### src/rtl/nvram_pkg.sv
// rtl/nvram_pkg.sv - shared FSM state type and fill constant for the NVRAM upload block
package nvram_pkg;

  typedef enum logic [1:0] {
    IDLE = 2'd0,
    ARB  = 2'd1,
    READ = 2'd2,
    DONE = 2'd3
  } nvram_state_t;

  localparam logic [7:0] NVRAM_FILL = 8'hFF;

endpackage

### src/rtl/nvram_upload_if.sv
// rtl/nvram_upload_if.sv - HPS ioctl upload port and game-RAM read port bundle
interface nvram_upload_if #(
  parameter int AW = 10
);

  logic          ioctl_upload;
  logic [7:0]    ioctl_index;
  logic          ioctl_rd;
  logic [24:0]   ioctl_addr;
  logic [7:0]    ioctl_din;
  logic          ioctl_wait;
  logic          pause_req;
  logic          mem_grant;
  logic [AW-1:0] mem_addr;
  logic          mem_rd;
  logic [7:0]    mem_q;

  modport master (
    output ioctl_upload, ioctl_index, ioctl_rd, ioctl_addr, mem_grant, mem_q,
    input  ioctl_din, ioctl_wait, pause_req, mem_addr, mem_rd
  );

  modport slave (
    input  ioctl_upload, ioctl_index, ioctl_rd, ioctl_addr, mem_grant, mem_q,
    output ioctl_din, ioctl_wait, pause_req, mem_addr, mem_rd
  );

endinterface

### src/rtl/reset_sync.sv
// rtl/reset_sync.sv - asynchronous-assert, two-flop synchronous-deassert reset
module reset_sync (
  input  logic clk,
  input  logic rst_in_n,
  output logic rst_out_n
);

  logic meta;

  always_ff @(posedge clk or negedge rst_in_n) begin
    if (!rst_in_n) begin
      meta      <= 1'b0;
      rst_out_n <= 1'b0;
    end else begin
      meta      <= 1'b1;
      rst_out_n <= meta;
    end
  end

endmodule

### src/rtl/nvram_upload.sv
// rtl/nvram_upload.sv - serves HPS byte reads of a game-RAM image during an ioctl upload session
// Optional running checksum at address SIZE: define NVRAM_UPLOAD_CHECKSUM_EN.
module nvram_upload
  import nvram_pkg::*;
#(
  parameter int INDEX = 4,
  parameter int AW    = 10,
  parameter int SIZE  = 1024
) (
  input  logic           clk,
  input  logic           reset_n,
  nvram_upload_if.slave  bus
);

  localparam logic [24:0] SIZE_A  = 25'(SIZE);
  localparam logic [7:0]  INDEX_B = 8'(INDEX);

  logic          rst_n;
  logic          sel;
  logic          in_range;
  logic [7:0]    oor_data;
  logic [AW-1:0] addr_q;
  nvram_state_t  state;

  reset_sync u_reset_sync (
    .clk       (clk),
    .rst_in_n  (reset_n),
    .rst_out_n (rst_n)
  );

  assign sel          = bus.ioctl_upload && (bus.ioctl_index == INDEX_B);
  assign in_range     = bus.ioctl_addr < SIZE_A;
  assign bus.mem_addr = addr_q;

`ifdef NVRAM_UPLOAD_CHECKSUM_EN
  logic [7:0] sum;
  logic [AW:0] next_addr;

  assign oor_data = (bus.ioctl_addr == SIZE_A) ? (8'h00 - sum) : NVRAM_FILL;

  // pause_req is sel delayed one cycle, so it doubles as the session-start edge detector
  always_ff @(posedge clk or negedge rst_n) begin
    if (!rst_n) begin
      sum       <= 8'h00;
      next_addr <= '0;
    end else if (sel && !bus.pause_req) begin
      sum       <= 8'h00;
      next_addr <= '0;
    end else if (state == READ && sel && !bus.mem_rd && {1'b0, addr_q} == next_addr) begin
      sum       <= sum + bus.mem_q;
      next_addr <= next_addr + (AW+1)'(1);
    end
  end
`else
  assign oor_data = NVRAM_FILL;
`endif

  always_ff @(posedge clk or negedge rst_n) begin
    if (!rst_n) begin
      state          <= IDLE;
      addr_q         <= '0;
      bus.ioctl_din  <= 8'h00;
      bus.ioctl_wait <= 1'b0;
      bus.pause_req  <= 1'b0;
      bus.mem_rd     <= 1'b0;
    end else begin
      bus.pause_req <= sel;
      bus.mem_rd    <= 1'b0;
      case (state)
        IDLE: begin
          if (sel && bus.ioctl_rd) begin
            if (in_range) begin
              addr_q         <= bus.ioctl_addr[AW-1:0];
              bus.ioctl_wait <= 1'b1;
              state          <= ARB;
            end else begin
              bus.ioctl_din <= oor_data;
            end
          end
        end
        ARB: begin
          if (!sel) begin
            bus.ioctl_wait <= 1'b0;
            state          <= IDLE;
          end else if (bus.mem_grant) begin
            bus.mem_rd <= 1'b1;
            state      <= READ;
          end
        end
        READ: begin
          // first READ cycle carries the mem_rd pulse; mem_q is valid the cycle after
          if (!sel) begin
            bus.ioctl_wait <= 1'b0;
            state          <= IDLE;
          end else if (!bus.mem_rd) begin
            bus.ioctl_din  <= bus.mem_q;
            bus.ioctl_wait <= 1'b0;
            state          <= DONE;
          end
        end
        DONE:    state <= IDLE;
        default: state <= IDLE;
      endcase
    end
  end

endmodule

### src/flat_wrapper.sv
// flat-port wrapper written by rule: the top's interface ports become plain ports
module nvram_upload_flat import nvram_pkg::*;
#(
  parameter int INDEX = 4,
  parameter int AW    = 10,
  parameter int SIZE  = 1024
)
  (clk, reset_n, bus_ioctl_upload, bus_ioctl_index, bus_ioctl_rd, bus_ioctl_addr, bus_mem_grant, bus_mem_q, bus_ioctl_din, bus_ioctl_wait, bus_pause_req, bus_mem_addr, bus_mem_rd);
  nvram_upload_if #(.AW(AW)) bus_i ();
  input  logic clk;
  input  logic reset_n;
  input wire logic [$bits(bus_i.ioctl_upload)-1:0] bus_ioctl_upload;
  input wire logic [$bits(bus_i.ioctl_index)-1:0] bus_ioctl_index;
  input wire logic [$bits(bus_i.ioctl_rd)-1:0] bus_ioctl_rd;
  input wire logic [$bits(bus_i.ioctl_addr)-1:0] bus_ioctl_addr;
  input wire logic [$bits(bus_i.mem_grant)-1:0] bus_mem_grant;
  input wire logic [$bits(bus_i.mem_q)-1:0] bus_mem_q;
  output wire logic [$bits(bus_i.ioctl_din)-1:0] bus_ioctl_din;
  output wire logic [$bits(bus_i.ioctl_wait)-1:0] bus_ioctl_wait;
  output wire logic [$bits(bus_i.pause_req)-1:0] bus_pause_req;
  output wire logic [$bits(bus_i.mem_addr)-1:0] bus_mem_addr;
  output wire logic [$bits(bus_i.mem_rd)-1:0] bus_mem_rd;
  assign bus_i.ioctl_upload = bus_ioctl_upload;
  assign bus_i.ioctl_index = bus_ioctl_index;
  assign bus_i.ioctl_rd = bus_ioctl_rd;
  assign bus_i.ioctl_addr = bus_ioctl_addr;
  assign bus_i.mem_grant = bus_mem_grant;
  assign bus_i.mem_q = bus_mem_q;
  assign bus_ioctl_din = bus_i.ioctl_din;
  assign bus_ioctl_wait = bus_i.ioctl_wait;
  assign bus_pause_req = bus_i.pause_req;
  assign bus_mem_addr = bus_i.mem_addr;
  assign bus_mem_rd = bus_i.mem_rd;
  nvram_upload #(.INDEX(INDEX), .AW(AW), .SIZE(SIZE)) u_core (.clk(clk), .reset_n(reset_n), .bus(bus_i));
endmodule
### config.mk
export PLATFORM = sky130hd
export DESIGN_NAME = nvram_upload_flat
export DESIGN_NICKNAME = d
export VERILOG_FILES = /design/src/rtl/nvram_pkg.sv /design/src/rtl/nvram_upload_if.sv /design/src/rtl/reset_sync.sv /design/src/rtl/nvram_upload.sv /design/src/flat_wrapper.sv
export SDC_FILE = /design/constraint.sdc
export NUM_CORES = 1
export LEC_CHECK = 0
export CORE_MARGIN = 1
export CORE_UTILIZATION = 34
export DETAILED_ROUTE_END_ITERATION = 10
export GPL_ROUTABILITY_DRIVEN = 0
export PLACE_DENSITY = 0.76
export SLEW_MARGIN = 20
export SYNTH_ARGS = -nofsm -noshare
export SYNTH_HDL_FRONTEND = slang
export SYNTH_SLANG_ARGS = --single-unit
### constraint.sdc
create_clock -name clk -period 0.8 [get_ports clk]
set_input_delay 0.16 -clock clk [delete_from_list [all_inputs] [get_ports clk]]
set_output_delay 0.16 -clock clk [all_outputs]
set_load 0.005 [all_outputs]
==> results of run 1 <==
-- state kept, by name, summed over array words and instances, names as in the netlist --
signal,count
u_core.bus.ioctl_din,8
u_core.bus.ioctl_wait,1
u_core.bus.mem_rd,1
u_core.bus.mem_addr,10
u_core.u_reset_sync.meta,1
u_core.u_reset_sync.rst_out_n,1
u_core.state,2
u_core.bus.pause_req,1
-- Yosys cell counts, drive strengths merged --
cell type	count
a21o	1
nor2	10
mux2i	1
clkinv	1
nand4b	1
dfrtp	25
o21ai	2
or4	3
nor4b	1
nand2	2
a211oi	1
and4	1
buf	1
nor3	2
clkbuf	1
nor4	1
a21oi	3
a31oi	9
conb	1
mux2	11
inv	12
o22ai	1
ha	4
or3	1
nand4	1
o41ai	1
-- metal layers --
layer / share of wire (%) / GRT usage (%)
met4: 1.6 / 7.31
met1: 39 / 25.2
met3: 4.8 / 3.90
met2: 55 / 44.9
met5: 0 / 0
-- layout by cell type, fill, tap and decap left out, types with 3 or more instances in the layout --
| master | instances |
|---|---|
| mux2_2 | 10 |
| buf_12 | 3 |
| or4_4 | 3 |
| a31oi_4 | 5 |
| dfrtp_1 | 25 |
| buf_6 | 9 |
| a31oi_1 | 4 |
| buf_2 | 25 |
| dlygate4sd2_1 | 8 |
| buf_4 | 29 |
| clkbuf_4 | 3 |
| inv_1 | 10 |
| a21oi_2 | 3 |
| nor2_4 | 4 |
| clkdlybuf4s15_1 | 6 |
| ha_4 | 3 |
| clkdlybuf4s50_1 | 23 |
| nor2_1 | 5 |
-- worst max path at each step --
stage | start | end | slack, ps | cells after the start
after floorplan | bus_ioctl_addr[22] | u_core.state[1] | -980 | 5
final | bus_ioctl_addr[21] | u_core.state[1] | -780 | 6
after global placement | bus_ioctl_addr[24] | u_core.bus.ioctl_din[2] | -1450 | 6
after CTS | bus_ioctl_addr[18] | u_core.state[1] | -760 | 6
after detailed placement | bus_ioctl_addr[24] | u_core.bus.ioctl_din[4] | -1550 | 6
after global routing | u_core.state[1] | u_core.state[1] | -830 | 6
-- what timing repair did --
item | CTS | global route
resized for setup | 166 | 15
cloned | 2 | 0
setup buffers | 14 | 7
setup endpoints to repair | 44 | 44
hold buffers | 1 | 0
endpoints found under the hold margin | 2 | 0
pin swaps | 24 | 12
-- cell families (layout without fill, tap and decap cells) --
logic type	count (synthesis)	after routing	synth area share (%)
other	1	1	0.325
AO/OA/AOI/OAI	18	18	10.2
adder cells (fa/ha/maj)	4	4	4.34
AND/OR/NAND/NOR	23	24	13.9
multiplexers	12	12	11.9
buffers and inverters	15	122	4.99
flip-flops	25	25	54.3
-- worst reg2reg max path, stage by stage, from the launching register on --
cell,delay (ps)
dfrtp_1,460
inv_2,80
ha_4,190
buf_6,140
a31oi_4,190
o22ai_4,120
mux2_4,310
-- cell type report --
class | count | area, sq um
clock buffer | 3 | 22.5
multi-input combinational | 59 | 742
tap | 44 | 55.1
inverter | 13 | 61.3
clock inverter | 1 | 7.51
timing repair buffer | 105 | 880
sequential | 25 | 626
fill | 194 | 734
-- stage by stage --
step	TNS (ps)	instance area, sq um	power, W	std cells	worst slack [ps]
2_1_floorplan	-18710	1180	0.00181	98	-978
3_3_place_gp	-34870	2030	0.00239	224	-1450
3_5_place_dp	-36020	2030	0.00243	224	-1550
4_1_cts	-20400	2310	0.00330	244	-765
5_1_grt	-22350	2390	0.00373	250	-827
6_report	-20540	2390	0.00359	250	-781
-- power by group --
group,leakage [nW],internal (W),switching (W),total (W)
Sequential,0.339,0.00135,0.0000498,0.00140
Combinational,0.862,0.000896,0.000662,0.00156
Clock,0.0139,0.000192,0.000437,0.000629
==> impl_results.md, run 1 <==
* Status: complete, but fails checks
* Violated checks: negative setup slack
* Synth Instances at 98
* Clock Latency Late Sink at 340 ps
* CP delay by family, top: simple AND/OR/NAND/NOR gates
* Deepest clock path buffer count at 2
* Critical Path RT at 1040 ps
* Synth warnings at 0
* Critical Path Start Type: primary input
* Iter 0 DRT Violations at 32
* First-pass GRT wire length at 6080 um
* Post-DRT Antenna Nets at 0
* Max-slew violation count at 0
* DR vias at 1181
* Biggest area consumer among synthesized cells: dfrtp_1
* Worst path arrival time at 1820 ps
* Ports at 67
* Routed WL at 3990 um
* Largest net degree at the start of global routing at 24
* Clock Skew at 2.69 ps
* Largest stage delay, worst path at 560 ps
* Antenna diode count at 0
* Synth area leaders: dfrtp_1, mux2_2, a31oi_1
* RR Startpoint: u_core.state[1]
* Leak Pwr at 1.21 nW
* Final setup viols at 43
* Post-synthesis cell area at 1150 sq um
* Cells along the critical path: buf_6, or4_4, nor4_4, and4_4, o22ai_4, mux2_4
* Post-DP HPWL at 2450 um
* Yosys cell types at 28
* Antenna violations before repair at 0
* Drt drc at 0
* Area Growth Syn to Fin at 108%
* Max FO, Critical Path at 2
* Die area at 3630 sq um
* RSZ-0062 raised after global routing: true
* Share of cells above drive strength 1 at 57.3%
* Power per standard cell area at 1500 nW/um^2
* Critical Path Sink Type: register
* Post-synthesis sequential area ratio at 54.3%
* CTS Sinks at 25
* CP Buf/Inv Count at 1
* Die width at 60.2 um
* CTS H-Tree Depth at 1
* Clock Tree Root: clkbuf_4
* Nets at 257
* Max rail drop VDD at 979 uV
* R2r worst-path depth at 6
* Final worst setup slack at -781 ps
* Min Hold Slack at 210 ps
* Pre-antenna DRT Iters at 4
* Internal reg-to-reg setup slack at -780 ps
* Hold Violations, Final at 0
* # rows at 20
* IO buf count at 66
* Vias in the first global route at 1316
* CTS tree: done
* Clk slew on worst S/H paths at 150 ps
* Minimum clock period at 1580 ps
* Max-cap violations at 0
* Die Y at 60.2 um
* Tcrit/Tclk final at 198%
* Gr usage total at 23.3%
* Max Freq at 0.633 GHz
* FF-to-FF End: u_core.state[1]
* Post-Syn Area per Cell at 11.8 sq um
* Final core occ at 76.5%
* Register bit total from synthesis at 25
* Syn_nets at 148
* Wirelength per Cell at 16.0 um
* Core ar. at 3130 sq um
* Hold Crit Class: reg -> async
* WS Path Type: in -> reg
* Critical Path Slowest Stage Cell: or4_4
* Num CTS Buffers at 3
* Global route overflow at 0
* Via-to-Cell Ratio at 4.72
* Area share of the leading cell type in the synthesized netlist at 54.3%
* Initial Util at 36.8%
No activity file was read; power rests on OpenSTA's default activity.
==> run 2, diff against run 1 <==
--- a/config.mk
+++ b/config.mk
@@ -5,7 +5,6 @@
 export SDC_FILE = /design/constraint.sdc
 export NUM_CORES = 1
 export LEC_CHECK = 0
-export CORE_MARGIN = 1
 export CORE_UTILIZATION = 34
 export DETAILED_ROUTE_END_ITERATION = 10
 export GPL_ROUTABILITY_DRIVEN = 0
==> results of run 2 <==
The final DEF is identical to that of run 1; final timing and power are the same.
